[config.mk]
export PLATFORM = sky130hd
export DESIGN_NAME = clmul_seq_flat
export DESIGN_NICKNAME = d
export VERILOG_FILES = /design/src/rtl/clmul_seq_if.sv /design/src/rtl/clmul_seq.sv /design/src/flat_wrapper.sv
export SDC_FILE = /design/constraint.sdc
export NUM_CORES = 1
export LEC_CHECK = 0
export ABC_AREA = 1
export ABC_CLOCK_PERIOD_IN_PS = 2450
export BUFFER_PORTS_ARGS = -buffer_cell sky130_fd_sc_hd__clkbuf_2
export CAP_MARGIN = 20
export CORE_AREA = 2 2 90 92
export CTS_BUF_LIST = sky130_fd_sc_hd__clkbuf_16
export DETAILED_ROUTE_END_ITERATION = 10
export DIE_AREA = 0 0 92 94
export GPL_ROUTABILITY_DRIVEN = 0
export GPL_TIMING_DRIVEN = 0
export PLACE_DENSITY = 0.75
export SYNTH_ARGS = -nofsm -noshare
export SYNTH_HDL_FRONTEND = slang
export SYNTH_SLANG_ARGS = --single-unit
[constraint.sdc]
create_clock -name clk -period 2.45 [get_ports clk]
set_input_delay 0.49 -clock clk [delete_from_list [all_inputs] [get_ports clk]]
set_output_delay 0.49 -clock clk [all_outputs]
set_load 0.02 [all_outputs]
[src/rtl/clmul_seq_if.sv]
// clmul_seq_if: op_enable/op_finish operand and product handshake for clmul_seq
interface clmul_seq_if #(parameter int DATA_WIDTH = 10);
  logic op_enable;
  logic [$clog2(DATA_WIDTH):0] polyn_grade;
  logic [DATA_WIDTH-1:0] a_in;
  logic [DATA_WIDTH-1:0] b_in;
  logic [2*DATA_WIDTH-1:0] out;
  logic op_finish;
  modport master(output op_enable, polyn_grade, a_in, b_in, input out, op_finish);
  modport slave(input op_enable, polyn_grade, a_in, b_in, output out, op_finish);
endinterface

[src/rtl/clmul_seq.sv]
// clmul_seq: shift-and-xor GF(2) multiplier, one b bit per cycle; CLMUL_EARLY_EXIT_EN stops once remaining b is zero
module clmul_seq #(parameter int DATA_WIDTH = 10) (
  input logic clk,
  input logic rst,
  clmul_seq_if.slave bus
);
  localparam int DW = DATA_WIDTH;
  localparam int GW = $clog2(DW) + 1;
  typedef enum logic [1:0] {IDLE, BUSY, DONE} state_t;
  state_t state, state_n;
  logic [GW-1:0] m, cnt;
  logic [DW-1:0] msk, b_m, b_r;
  logic [2*DW-1:0] a_r, acc, acc_n, res;
  logic zero_load, last;
  always_comb begin
    m = bus.polyn_grade > GW'(DW) ? GW'(DW) : bus.polyn_grade;
    msk = ~({DW{1'b1}} << m);
    b_m = bus.b_in & msk;
`ifdef CLMUL_EARLY_EXIT_EN
    zero_load = b_m == '0;
    last = cnt == GW'(1) || b_r[DW-1:1] == '0;
`else
    zero_load = m == '0;
    last = cnt == GW'(1);
`endif
    acc_n = acc ^ (b_r[0] ? a_r : '0);
    state_n = state == IDLE ? (bus.op_enable ? (zero_load ? DONE : BUSY) : IDLE)
            : state == BUSY ? (!bus.op_enable ? IDLE : (last ? DONE : BUSY))
            : state == DONE ? (bus.op_enable ? DONE : IDLE) : IDLE;
  end
  always_ff @(posedge clk or posedge rst)
    if (rst) state <= IDLE;
    else state <= state_n;
  always_ff @(posedge clk or posedge rst)
    if (rst) begin
      a_r <= '0;
      b_r <= '0;
      acc <= '0;
      cnt <= '0;
      res <= '0;
    end else if (state == IDLE && bus.op_enable) begin
      a_r <= {{DW{1'b0}}, bus.a_in & msk};
      b_r <= b_m;
      acc <= '0;
      cnt <= m;
      if (zero_load) res <= '0;
    end else if (state == BUSY && bus.op_enable) begin
      acc <= acc_n;
      a_r <= a_r << 1;
      b_r <= b_r >> 1;
      cnt <= cnt - GW'(1);
      if (last) res <= acc_n;
    end
  assign bus.out = res;
  assign bus.op_finish = state == DONE;
endmodule

[src/flat_wrapper.sv]
// flat-port wrapper written by rule: the top's interface ports become plain ports
module clmul_seq_flat 
#(parameter int DATA_WIDTH = 10)
  (clk, rst, bus_op_enable, bus_polyn_grade, bus_a_in, bus_b_in, bus_out, bus_op_finish);
  clmul_seq_if #(.DATA_WIDTH(DATA_WIDTH)) bus_i ();
  input logic clk;
  input logic rst;
  input wire logic [$bits(bus_i.op_enable)-1:0] bus_op_enable;
  input wire logic [$bits(bus_i.polyn_grade)-1:0] bus_polyn_grade;
  input wire logic [$bits(bus_i.a_in)-1:0] bus_a_in;
  input wire logic [$bits(bus_i.b_in)-1:0] bus_b_in;
  output wire logic [$bits(bus_i.out)-1:0] bus_out;
  output wire logic [$bits(bus_i.op_finish)-1:0] bus_op_finish;
  assign bus_i.op_enable = bus_op_enable;
  assign bus_i.polyn_grade = bus_polyn_grade;
  assign bus_i.a_in = bus_a_in;
  assign bus_i.b_in = bus_b_in;
  assign bus_out = bus_i.out;
  assign bus_op_finish = bus_i.op_finish;
  clmul_seq #(.DATA_WIDTH(DATA_WIDTH)) u_core (.clk(clk), .rst(rst), .bus(bus_i));
endmodule
* Yosys cells after proc, flatten, opt, wreduce, memory -nomap -nowiden *
Cells that the tools add are included.

cells by class
  $lt $le $gt $ge = 1
  bitwise operators = 4
  divide/modulo/power cells = 0
  shift operators = 1
  muxes and demuxes = 22
  eq/ne operators = 4
  $mul = 0
  $add $sub $neg = 1
  reductions and logical operators = 7

operators with widths
  kind                     number
  $mux W20                 9
  $and A10 B10 Y10         2
  $mux W10                 2
  $xor A20 B20 Y20         1
  $mux W2                  8
  $mux W5                  3
  $not A10 Y10             1
  $shl A10 B5 Y10 const A  1
  $eq A5 B1 Y1 const B     1
  $gt A5 B4 Y1 const B     1
  $logic_not A5 Y1         1
  $sub A5 B1 Y5 const B    1
  $reduce_bool A2 Y1       2
  $reduce_and A3 Y1        1
  $eq A2 B1 Y1 const B     1
  $eq A2 B2 Y1 const B     1
  $logic_and A1 B1 Y1      2
  $logic_not A2 Y1         1
  $ne A2 B1 Y1 const B     1

word-level totals
  memory bits (read-only) = 0
  memories kept = 0
  bits in latches = 0
  output and inout bits = 21
  flip-flop bits (word level) = 77
  memory bits (writable) = 0
  input bits = 28

* Longest topological paths before layout *
Gate-level depths: netlist (run 1).

  word-level depth = 6
  mapped depth = 10

* Worst setup path after synthesis (run 1) *
OpenSTA, ideal clock, no wires.

  path kind = register to register
  start point = reg u_core.cnt[1]
  end point = reg u_core.res[0], in the netlist u_core.bus.out[0]
  library setup time = 66 ps
  data arrival time = 1,306 ps
  required time = 2,384 ps
  stages on the path, launching flop included = 10
  setup slack = 1,078 ps
  cell sequence = dfrtp_1 inv_1 ha_1 inv_1 nor2_1 nand2_1 a21oi_1 clkbuf_1 nand3_1 nand2_1

between the ends
  word-level cells in the longest chain between the ends = 3

RTL lines
  item                          line             text
  start: declaration            clmul_seq.sv:11  logic [GW-1:0] m, cnt;
  start signal: assignment      clmul_seq.sv:45  cnt <= m;
  start signal: assignment      clmul_seq.sv:51  cnt <= cnt - GW'(1);
  $eq A5 B1 Y1                  clmul_seq.sv:24  last = cnt == GW'(1);
  $reduce_bool A2 Y1 (no line)  -
  $reduce_and A3 Y1 (no line)   -
  end signal: assignment        clmul_seq.sv:52  if (last) res <= acc_n;
  end: declaration              clmul_seq.sv:13  logic [2*DW-1:0] a_r, acc, acc_n, res;

No other way between the ends.
A chain may end at the register's enable or synchronous reset.

* Worst setup path after layout (run 1) *
  start point = reg u_core.cnt[1]
  end point = reg u_core.res[2], in the netlist u_core.bus.out[2]

The elaborated chain is that of the path after synthesis.

==> flow_metrics.env, run 1 <==
export IMPL_fp_dieH_um=94
export IMPL_period_share=0.699
export IMPL_dieArea_um2=8650
export IMPL_start_util=0.516
export IMPL_synth_nets=501
export IMPL_ctsResizeCount=0
export IMPL_clock_root_buffer="clkbuf_16"
export IMPL_clock_sinks=77
export IMPL_coreArea_um2=7610
export IMPL_final_setup_tns_ns=0
export IMPL_clk_pin_slew_ns=0.06
export IMPL_fin_ws_ns=0.737
export IMPL_run_status="finished, final reports clean"
export IMPL_synth_area_leaders="dfrtp_1 (49%), nand3_1 (11%), nand2_1 (11%)"
export IMPL_slew_headroom=0.592
export IMPL_critPathCaptureType="flip-flop"
export IMPL_cts_max_level=3
export IMPL_grt_pass1_wl_um=15900
export IMPL_cp_max_fo=10
export IMPL_row_count=32
export IMPL_grt_remaining_overflow=0
export IMPL_holdBufCountCts=0
export IMPL_whs_ns=0.173
export IMPL_yosys_warnings=0
export IMPL_antenna_found_initial=0
export IMPL_synth_seq_cells=77
export IMPL_drv_slew=0
export IMPL_cts_buffer_depth=2
export IMPL_layout_nets=562
export IMPL_vdd_drop_max_mv=0.554
export IMPL_finalSetupViolCount=0
export IMPL_grt_max_degree=35
export IMPL_r2r_cells=9
export IMPL_gr_usage_all_layers=0.237
export IMPL_drtIter0Drc=257
export IMPL_synthArstFlopShare=1.00
export IMPL_critPathArrivalTime_ns=1.98
export IMPL_postCtsSetupRepairBufs=0
export IMPL_cp_required_ns=2.72
export IMPL_cts_tree="yes"
export IMPL_synth_top_cell_area_share=0.490
export IMPL_drive_gt1_frac=0.212
export IMPL_vias=3426
export IMPL_avgRoutedWirePerCell_um=14.8
export IMPL_dp_slack_ns=0.703
export IMPL_first_global_vias=3318
export IMPL_die_width_um=92
export IMPL_finClkSkew_ns=0.00760
export IMPL_utilization=0.614
export IMPL_startpoint_type="flip-flop"
export IMPL_cts_inserted_buffers=9
export IMPL_synth_cell_area_um2=3930
export IMPL_fmax_ghz=0.584
export IMPL_syn_area_per_cell_um2=8.34
export IMPL_drt_first_pass_iters=5
export IMPL_ant_nets=0
export IMPL_routed_wl_um=9430
export IMPL_power_density_nw_per_um2=1190
export IMPL_synth_commonest_cells="nand2_1 (116), nand3_1 (87), dfrtp_1 (77), inv_1 (54), nor2_1 (24)"
export IMPL_syn_inst=471
export IMPL_synth_most_common_cell="nand2_1"
export IMPL_yosysUniqueCellTypes=29
export IMPL_ys_flop_type="dfrtp_1"
export IMPL_synth_edff_count=0
export IMPL_route_detailed_drc=0
export IMPL_numPortBuffers=48
export IMPL_yosysTopAreaCell="dfrtp_1"
export IMPL_hold_class="in2async"
export IMPL_syn2layout_area_growth_pct=18.9
export IMPL_power_mw=5.56
export IMPL_ys_seq_area_frac=0.490
export IMPL_p_leak_nw=2.26
export IMPL_hold_viol_final=0
export IMPL_insertion_delay_ns=0.33
export IMPL_place_hpwl_um=7000
export IMPL_critPathKind="reg2reg"
export IMPL_viasPerCell=5.36
export IMPL_min_period_ns=1.71
export IMPL_pin_count=49
export IMPL_cap_violations=0
export IMPL_n_antenna_cell=0
export IMPL_rsz0062_at_grt="no"
export IMPL_tightest_slew_ns=0.612
==> sequential cells by signal, summed over array words and instances (netlist names) <==
name	count
u_core.a_r	20
u_core.acc	20
u_core.bus.out	20
u_core.b_r	10
u_core.cnt	5
u_core.state	2
==> cells in the final DEF, fill, tap and decap left out <==
cell type   Yosys  layout
buf_1           2       2
xor2_1          1       1
clkbuf_2        0      48
o221ai_1        3       3
or2_2           1       1
nand2_4         1       1
o211ai_1        8       8
nor2_4          3       3
buf_2          15      15
buf_6           5       5
clkinvlp_4      0       1
nand2_1       116     116
nor2_1         24      24
buf_12          0       2
a22oi_1         1       1
a21oi_1        14      14
clkbuf_1        4       4
clkinv_1        1       4
or2_1           1       1
ha_1            2       2
o22ai_1         8       8
nand3_1        87      87
nand4_2         1       1
o22ai_2        20      20
o21ai_0         3       3
clkbuf_16       0       9
buf_4           1       1
o21bai_1        1       1
inv_2           3       3
bufinv_16       0       3
o21ai_1        13      13
dfrtp_1        77      77
inv_1          54      54
nor2_2          1       1
==> metrics by stage <==
step	std cells	instance area [µm²]
global route	639	4670
finish	639	4670
floorplan	471	3930
CTS	639	4670
global placement	621	4300
detailed placement	623	4340
==> power breakdown <==
part	switching [mW]	internal, mW
registers	0.306	1.72
logic	1.32	0.728
clock network	0.497	0.981
==> critical path, cell delays in order (launching register included) <==
cell,delay [ns]
dfrtp_1,0.37
inv_1,0.10
ha_1,0.15
inv_1,0.04
nor2_1,0.07
nand2_1,0.08
a21oi_1,0.21
clkbuf_1,0.34
nand3_1,0.17
nand2_1,0.10
==> final timing paths <==
path / start / end / slack, ns
setup / recovery: u_core.cnt[1]$_DFFE_PP0P_ / u_core.bus.out[2]$_DFFE_PP0P_ / 0.74
hold / removal: rst / u_core.acc[13]$_DFFE_PP0P_ / 0.17
setup reg to reg: u_core.cnt[1]$_DFFE_PP0P_ / u_core.bus.out[2]$_DFFE_PP0P_ / 0.74
hold reg to reg: u_core.bus.out[19]$_DFFE_PP0P_ / u_core.bus.out[19]$_DFFE_PP0P_ / 0.50
max in group asynchronous: rst / u_core.a_r[7]$_DFFE_PP0P_ / 1.75
min in group clk: bus_b_in[8] / u_core.b_r[8]$_DFFE_PP0P_ / 0.39
==> final cells by class <==
class,count,area [µm²]
Fill cell,686,2940
Sequential cell,77,1930
Multi-Input combinational cell,309,1620
Timing Repair Buffer,50,280
Clock buffer,9,225
Inverter,58,221
Buffer,27,161
Tap cell,102,128
Clock inverter,7,105
==> kinds of logic after synthesis <==
| group | share of synthesized area |
|---|---|
| fa+ha+maj | 0.00637 |
| buf+inv | 0.0965 |
| simple gates | 0.264 |
| flops | 0.490 |
| compound gates | 0.140 |
| xor+xnor | 0.00223 |
==> per-layer routing <==
metal | wire [µm] | vias up | GRT usage
met4 | 135 | 0 | 0.0871
met2 | 4620 | 102 | 0.403
met5 | 0 | - | 0
li1 | - | 1674 | -
met1 | 4220 | 1639 | 0.313
met3 | 459 | 11 | 0.0305
Note: power is estimated with default switching activity, not from simulation.
==> inputs of run 2 (changes only) <==
- ABC_CLOCK_PERIOD_IN_PS: 2450 -> 1500
- clock period: 2.45 -> 1.5 ns (I/O delays scaled with it)
==> run 2 against run 1 <==
Against the previous run: design area up 2.1%; count of clock-buffer cells in the layout unchanged; clock skew about the same; via count up 1.3%; wire length up 2.0%; power up 67%; global-route usage down 0.056 points; hold slack better by 0.022 ns; critical path depth down 1; non-clock buffer count up 5; combinational power up 73%; highest routed layer unchanged.
==> flow_metrics.env, run 2 (synthesized netlist as in run 1, its figures left out) <==
export IMPL_run_status="finished, final reports clean"
export IMPL_cap_violations=0
export IMPL_hold_path_depth=3
export IMPL_p_int_mw=5.73
export IMPL_grt_max_degree=35
export IMPL_num_fill_cells=678
export IMPL_layout_nets=567
export IMPL_fin_ws_ns=0.0875
export IMPL_cp_required_ns=1.77
export IMPL_min_period_ns=1.41
export IMPL_rsz0062_at_grt="yes"
export IMPL_routed_wl_um=9620
export IMPL_hold_viol_final=0
export IMPL_route_detailed_drc=0
export IMPL_cts_buffer_depth=2
export IMPL_coreArea_um2=7610
export IMPL_vdd_drop_max_mv=0.884
export IMPL_p_seq_frac=0.355
export IMPL_dp_slack_ns=-0.198
export IMPL_layout_common_cells="nand2_1 (115), nand3_1 (87), dfrtp_1 (76), inv_1 (53), clkbuf_2 (50)"
export IMPL_cts_tree="yes"
export IMPL_cts_inserted_buffers=9
export IMPL_drtIter0Drc=232
export IMPL_grt_pass1_wl_um=15900
export IMPL_first_global_vias=3313
export IMPL_cp_max_fo=10
export IMPL_fp_dieH_um=94
export IMPL_drive_gt1_frac=0.234
export IMPL_die_width_um=92
export IMPL_power_density_nw_per_um2=1940
export IMPL_startpoint_type="flip-flop"
export IMPL_gr_usage_all_layers=0.237
export IMPL_power_switching_mw=3.54
export IMPL_tightest_slew_ns=0.502
export IMPL_start_util=0.516
export IMPL_clock_root_buffer="clkbuf_16"
export IMPL_numPortBuffers=48
export IMPL_critPathKind="reg2reg"
export IMPL_p_sw_frac=0.382
export IMPL_period_share=0.942
export IMPL_ant_nets=0
export IMPL_finClkSkew_ns=0.00806
export IMPL_avgRoutedWirePerCell_um=14.9
export IMPL_critPathCaptureType="flip-flop"
export IMPL_viasPerCell=5.39
export IMPL_row_count=32
export IMPL_r2r_cells=8
export IMPL_grt_remaining_overflow=0
export IMPL_hold_class="in2reg"
export IMPL_vias=3470
export IMPL_syn2layout_area_growth_pct=21.4
export IMPL_fmax_ghz=0.708
export IMPL_pwr_share_comb=0.383
export IMPL_drt_first_pass_iters=5
export IMPL_slew_headroom=0.664
export IMPL_finalSetupViolCount=0
export IMPL_drv_slew=0
export IMPL_clock_sinks=77
export IMPL_final_common_cell="nand2_1"
export IMPL_p_leak_nw=2.30
export IMPL_clk_pin_slew_ns=0.06
export IMPL_power_mw=9.26
export IMPL_place_hpwl_um=7000
export IMPL_clkPwrFrac=0.261
export IMPL_insertion_delay_ns=0.33
export IMPL_dieArea_um2=8650
export IMPL_critPathArrivalTime_ns=1.68
export IMPL_cts_max_level=3
export IMPL_pin_count=49
export IMPL_antenna_found_initial=0
export IMPL_n_antenna_cell=0
## run 2: cell types whose count changed in the layout (fill, tap and decap cells not counted), sizes merged
cell         change
dlygate4sd3      +1
clkbuf           +1
buf              +3
## run 2: power by group through the flow
stage	registers, mW	logic (mW)	clock network [mW]
2_1_floorplan	3.53	2.14	0
3_3_place_gp	3.28	3.23	0
3_5_place_dp	3.34	3.34	0
4_1_cts	3.31	3.37	2.42
5_1_grt	3.38	3.91	2.53
6_report	3.29	3.55	2.42
## run 2: area by class of cell
| type | instances | area [µm²] | share of cell area |
|---|---|---|---|
| buffer | 27 | 188 | 0.0394 |
| clock buffer | 9 | 225 | 0.0472 |
| clock inverter | 7 | 105 | 0.0220 |
| inverter | 58 | 221 | 0.0464 |
| multi-input combinational | 309 | 1640 | 0.344 |
| sequential | 77 | 1930 | 0.404 |
| tap | 102 | 128 | 0.0268 |
| timing repair buffer | 55 | 333 | 0.0698 |
## run 2: routing by layer
layer	track usage	vias to the layer above	routed length (µm)
met5	0	-	0
met3	0.0305	11	418
li1	-	1688	-
met1	0.311	1667	4330
met2	0.403	104	4740
met4	0.0871	0	132
## run 2: per-stage QoR
step | cells | hold WS [ns] | area [µm²] | TNS, ns | util
global route | 644 | 0.220 | 4770 | -0.0246 | 0.627
floorplan | 471 | 0.433 | 3930 | 0 | -
global placement | 621 | 0.486 | 4300 | -15.84 | 0.565
finish | 644 | 0.196 | 4770 | 0 | 0.627
detailed placement | 623 | 0.340 | 4340 | -1.69 | 0.571
CTS | 640 | 0.196 | 4690 | 0 | 0.616
## run 2: what timing repair did
item | in CTS | in global routing
buffers inserted | 0 | 4
hold buffers | 1 | 0
pin swaps | 0 | 2
endpoints found under the hold margin | 8 | 0
resized for setup | 4 | 20
endpoints found under the setup margin | 20 | 40
## run 2: path summary, 6_finish.rpt
path                                           startpoint                        endpoint  slack [ns]
hold reg to reg            u_core.bus.out[19]$_DFFE_PP0P_  u_core.bus.out[19]$_DFFE_PP0P_        0.50
hold / removal                                bus_b_in[8]       u_core.b_r[8]$_DFFE_PP0P_        0.20
setup reg to reg                u_core.state[1]$_DFF_PP0_   u_core.bus.out[0]$_DFFE_PP0P_        0.09
setup / recovery                u_core.state[1]$_DFF_PP0_   u_core.bus.out[0]$_DFFE_PP0P_        0.09
min in group asynchronous                             rst      u_core.acc[13]$_DFFE_PP0P_        0.54
max in group asynchronous                             rst       u_core.a_r[7]$_DFFE_PP0P_        0.43
## run 2: worst max-delay path: stages (launching register included)
cell,delay [ns]
dfrtp_1,0.40
inv_2,0.07
nand2_4,0.12
nor2_4,0.05
buf_6,0.15
buf_6,0.15
nor2_1,0.23
nand3_1,0.11
nand2_1,0.07
==> inputs of run 3 (changes only) <==
- PLACE_DENSITY: 0.75 -> unset
- PLACE_DENSITY_LB_ADDON: unset -> 0.3
- SLEW_MARGIN: unset -> 10
==> run 3 against run 2 <==
Against the previous run: wire length down 2.9%; largest cell class unchanged; via count is 0.66% lower; design area fell by 1.2%; core utilization down 0.74 points; highest routed layer unchanged; setup slack worse by 0.051 ns; global-route usage rose by 0.076 points.
==> flow_metrics.env, run 3 (synthesized netlist as in run 1, its figures left out) <==
export IMPL_whs_ns=0.205
export IMPL_coreArea_um2=7610
export IMPL_die_width_um=92
export IMPL_syn2layout_area_growth_pct=19.9
export IMPL_power_density_nw_per_um2=1860
export IMPL_grt_max_degree=35
export IMPL_slew_headroom=0.652
export IMPL_clk_pin_slew_ns=0.06
export IMPL_period_share=0.976
export IMPL_drive_gt1_frac=0.241
export IMPL_startpoint_type="flip-flop"
export IMPL_vias=3447
export IMPL_antenna_found_initial=0
export IMPL_n_antenna_cell=0
export IMPL_finalSetupViolCount=0
export IMPL_routed_wl_um=9340
export IMPL_critPathArrivalTime_ns=1.16
export IMPL_ant_nets=0
export IMPL_vdd_drop_max_mv=0.879
export IMPL_pin_count=49
export IMPL_fp_dieH_um=94
export IMPL_tightest_slew_ns=0.520
export IMPL_cap_violations=0
export IMPL_viasPerCell=5.37
export IMPL_run_status="finished, final reports clean"
export IMPL_avgRoutedWirePerCell_um=14.5
export IMPL_dieArea_um2=8650
export IMPL_cts_max_level=3
export IMPL_route_detailed_drc=0
export IMPL_rsz0062_at_grt="yes"
export IMPL_layout_nets=565
export IMPL_cts_tree="yes"
export IMPL_place_hpwl_um=6810
export IMPL_min_period_ns=1.46
export IMPL_cp_required_ns=1.20
export IMPL_drv_slew=0
export IMPL_hold_viol_final=0
export IMPL_hold_class="in2reg"
export IMPL_first_global_vias=3328
export IMPL_layout_common_cells="nand2_1 (115), nand3_1 (87), dfrtp_1 (76), inv_1 (52), clkbuf_2 (51)"
export IMPL_seq_area_um2=1930
export IMPL_row_count=32
export IMPL_grt_pass1_wl_um=16100
export IMPL_num_fill_cells=661
export IMPL_cp_max_fo=2
export IMPL_cts_buffer_depth=2
export IMPL_clock_root_buffer="clkbuf_16"
export IMPL_multi_input_area_um2=1640
export IMPL_drt_first_pass_iters=5
export IMPL_fmax_ghz=0.683
export IMPL_final_common_cell="nand2_1"
export IMPL_critPathCaptureType="primary output"
export IMPL_cts_inserted_buffers=9
export IMPL_clock_sinks=77
export IMPL_drtIter0Drc=214
export IMPL_gr_usage_all_layers=0.237
export IMPL_grt_remaining_overflow=0
export IMPL_critPathKind="reg2out"
export IMPL_p_leak_nw=2.26
export IMPL_start_util=0.516
export IMPL_insertion_delay_ns=0.34
export IMPL_power_mw=8.78
export IMPL_finClkSkew_ns=0.0100
export IMPL_numPortBuffers=48
==> run 3: power by group <==
group	switching (mW)	leakage [nW]	internal [mW]
registers	0.466	0.995	2.81
logic	2.20	1.14	1.30
clock network	0.882	0.122	1.12
total	3.54	2.26	5.24
==> run 3: worst max-delay path, stage by stage, from the launching register on <==
cell,delay (ns)
dfrtp_1,0.41
inv_2,0.08
nor2_2,0.15
clkbuf_2,0.19
==> run 3: per-stage QoR <==
step / setup slack, ns / instance area [µm²] / instances / utilization / setup TNS, ns
global route: -0.0149 / 4710 / 642 / 0.619 / -0.0489
CTS: 0.00237 / 4640 / 640 / 0.610 / 0
global placement: -0.210 / 4300 / 621 / 0.565 / -16.70
detailed placement: -0.127 / 4350 / 623 / 0.572 / -1.18
floorplan: 0.128 / 3930 / 471 / - / 0
finish: 0.0367 / 4710 / 642 / 0.619 / 0
==> run 3: what timing repair did <==
action                     4_1_cts  5_1_grt
resized for setup                3       25
buffers inserted                 0        2
hold buffers                     1        0
pin swaps                        0        1
hold endpoints to repair         4        0
setup endpoints to repair       11       40
cloned                           0        0
==> run 3: per-layer routing <==
| metal | GRT usage | share of wire | routed length, µm | up-vias |
|---|---|---|---|---|
| li1 | - | - | - | 1683 |
| met1 | 0.322 | 0.46 | 4340 | 1639 |
| met2 | 0.388 | 0.47 | 4370 | 115 |
| met3 | 0.0449 | 0.052 | 490 | 10 |
| met4 | 0.0734 | 0.014 | 133 | 0 |
| met5 | 0 | 0 | 0 | - |
==> run 3: final timing paths <==
check	start	to	slack [ns]	depth (start not counted)
worst min register to register	u_core.bus.out[1]$_DFFE_PP0P_	u_core.bus.out[1]$_DFFE_PP0P_	0.50	2
worst min-delay path	bus_b_in[8]	u_core.b_r[8]$_DFFE_PP0P_	0.21	3
worst max-delay path	u_core.state[1]$_DFF_PP0_	bus_op_finish	0.04	3
max in group asynchronous	rst	u_core.acc[8]$_DFFE_PP0P_	0.23	5
min in group asynchronous	rst	u_core.bus.out[13]$_DFFE_PP0P_	0.53	3
worst max register to register	u_core.state[1]$_DFF_PP0_	u_core.bus.out[1]$_DFFE_PP0P_	0.08	8
==> run 3: final cells by class <==
cell class | instances | share of cell area
plain buffers | 27 | 0.0404
clock inverters | 7 | 0.0109
multi-input cells | 309 | 0.349
repair buffers | 53 | 0.0690
flip-flops and latches | 77 | 0.409
clock buffers | 9 | 0.0478
inverters | 58 | 0.0470
well taps | 102 | 0.0271
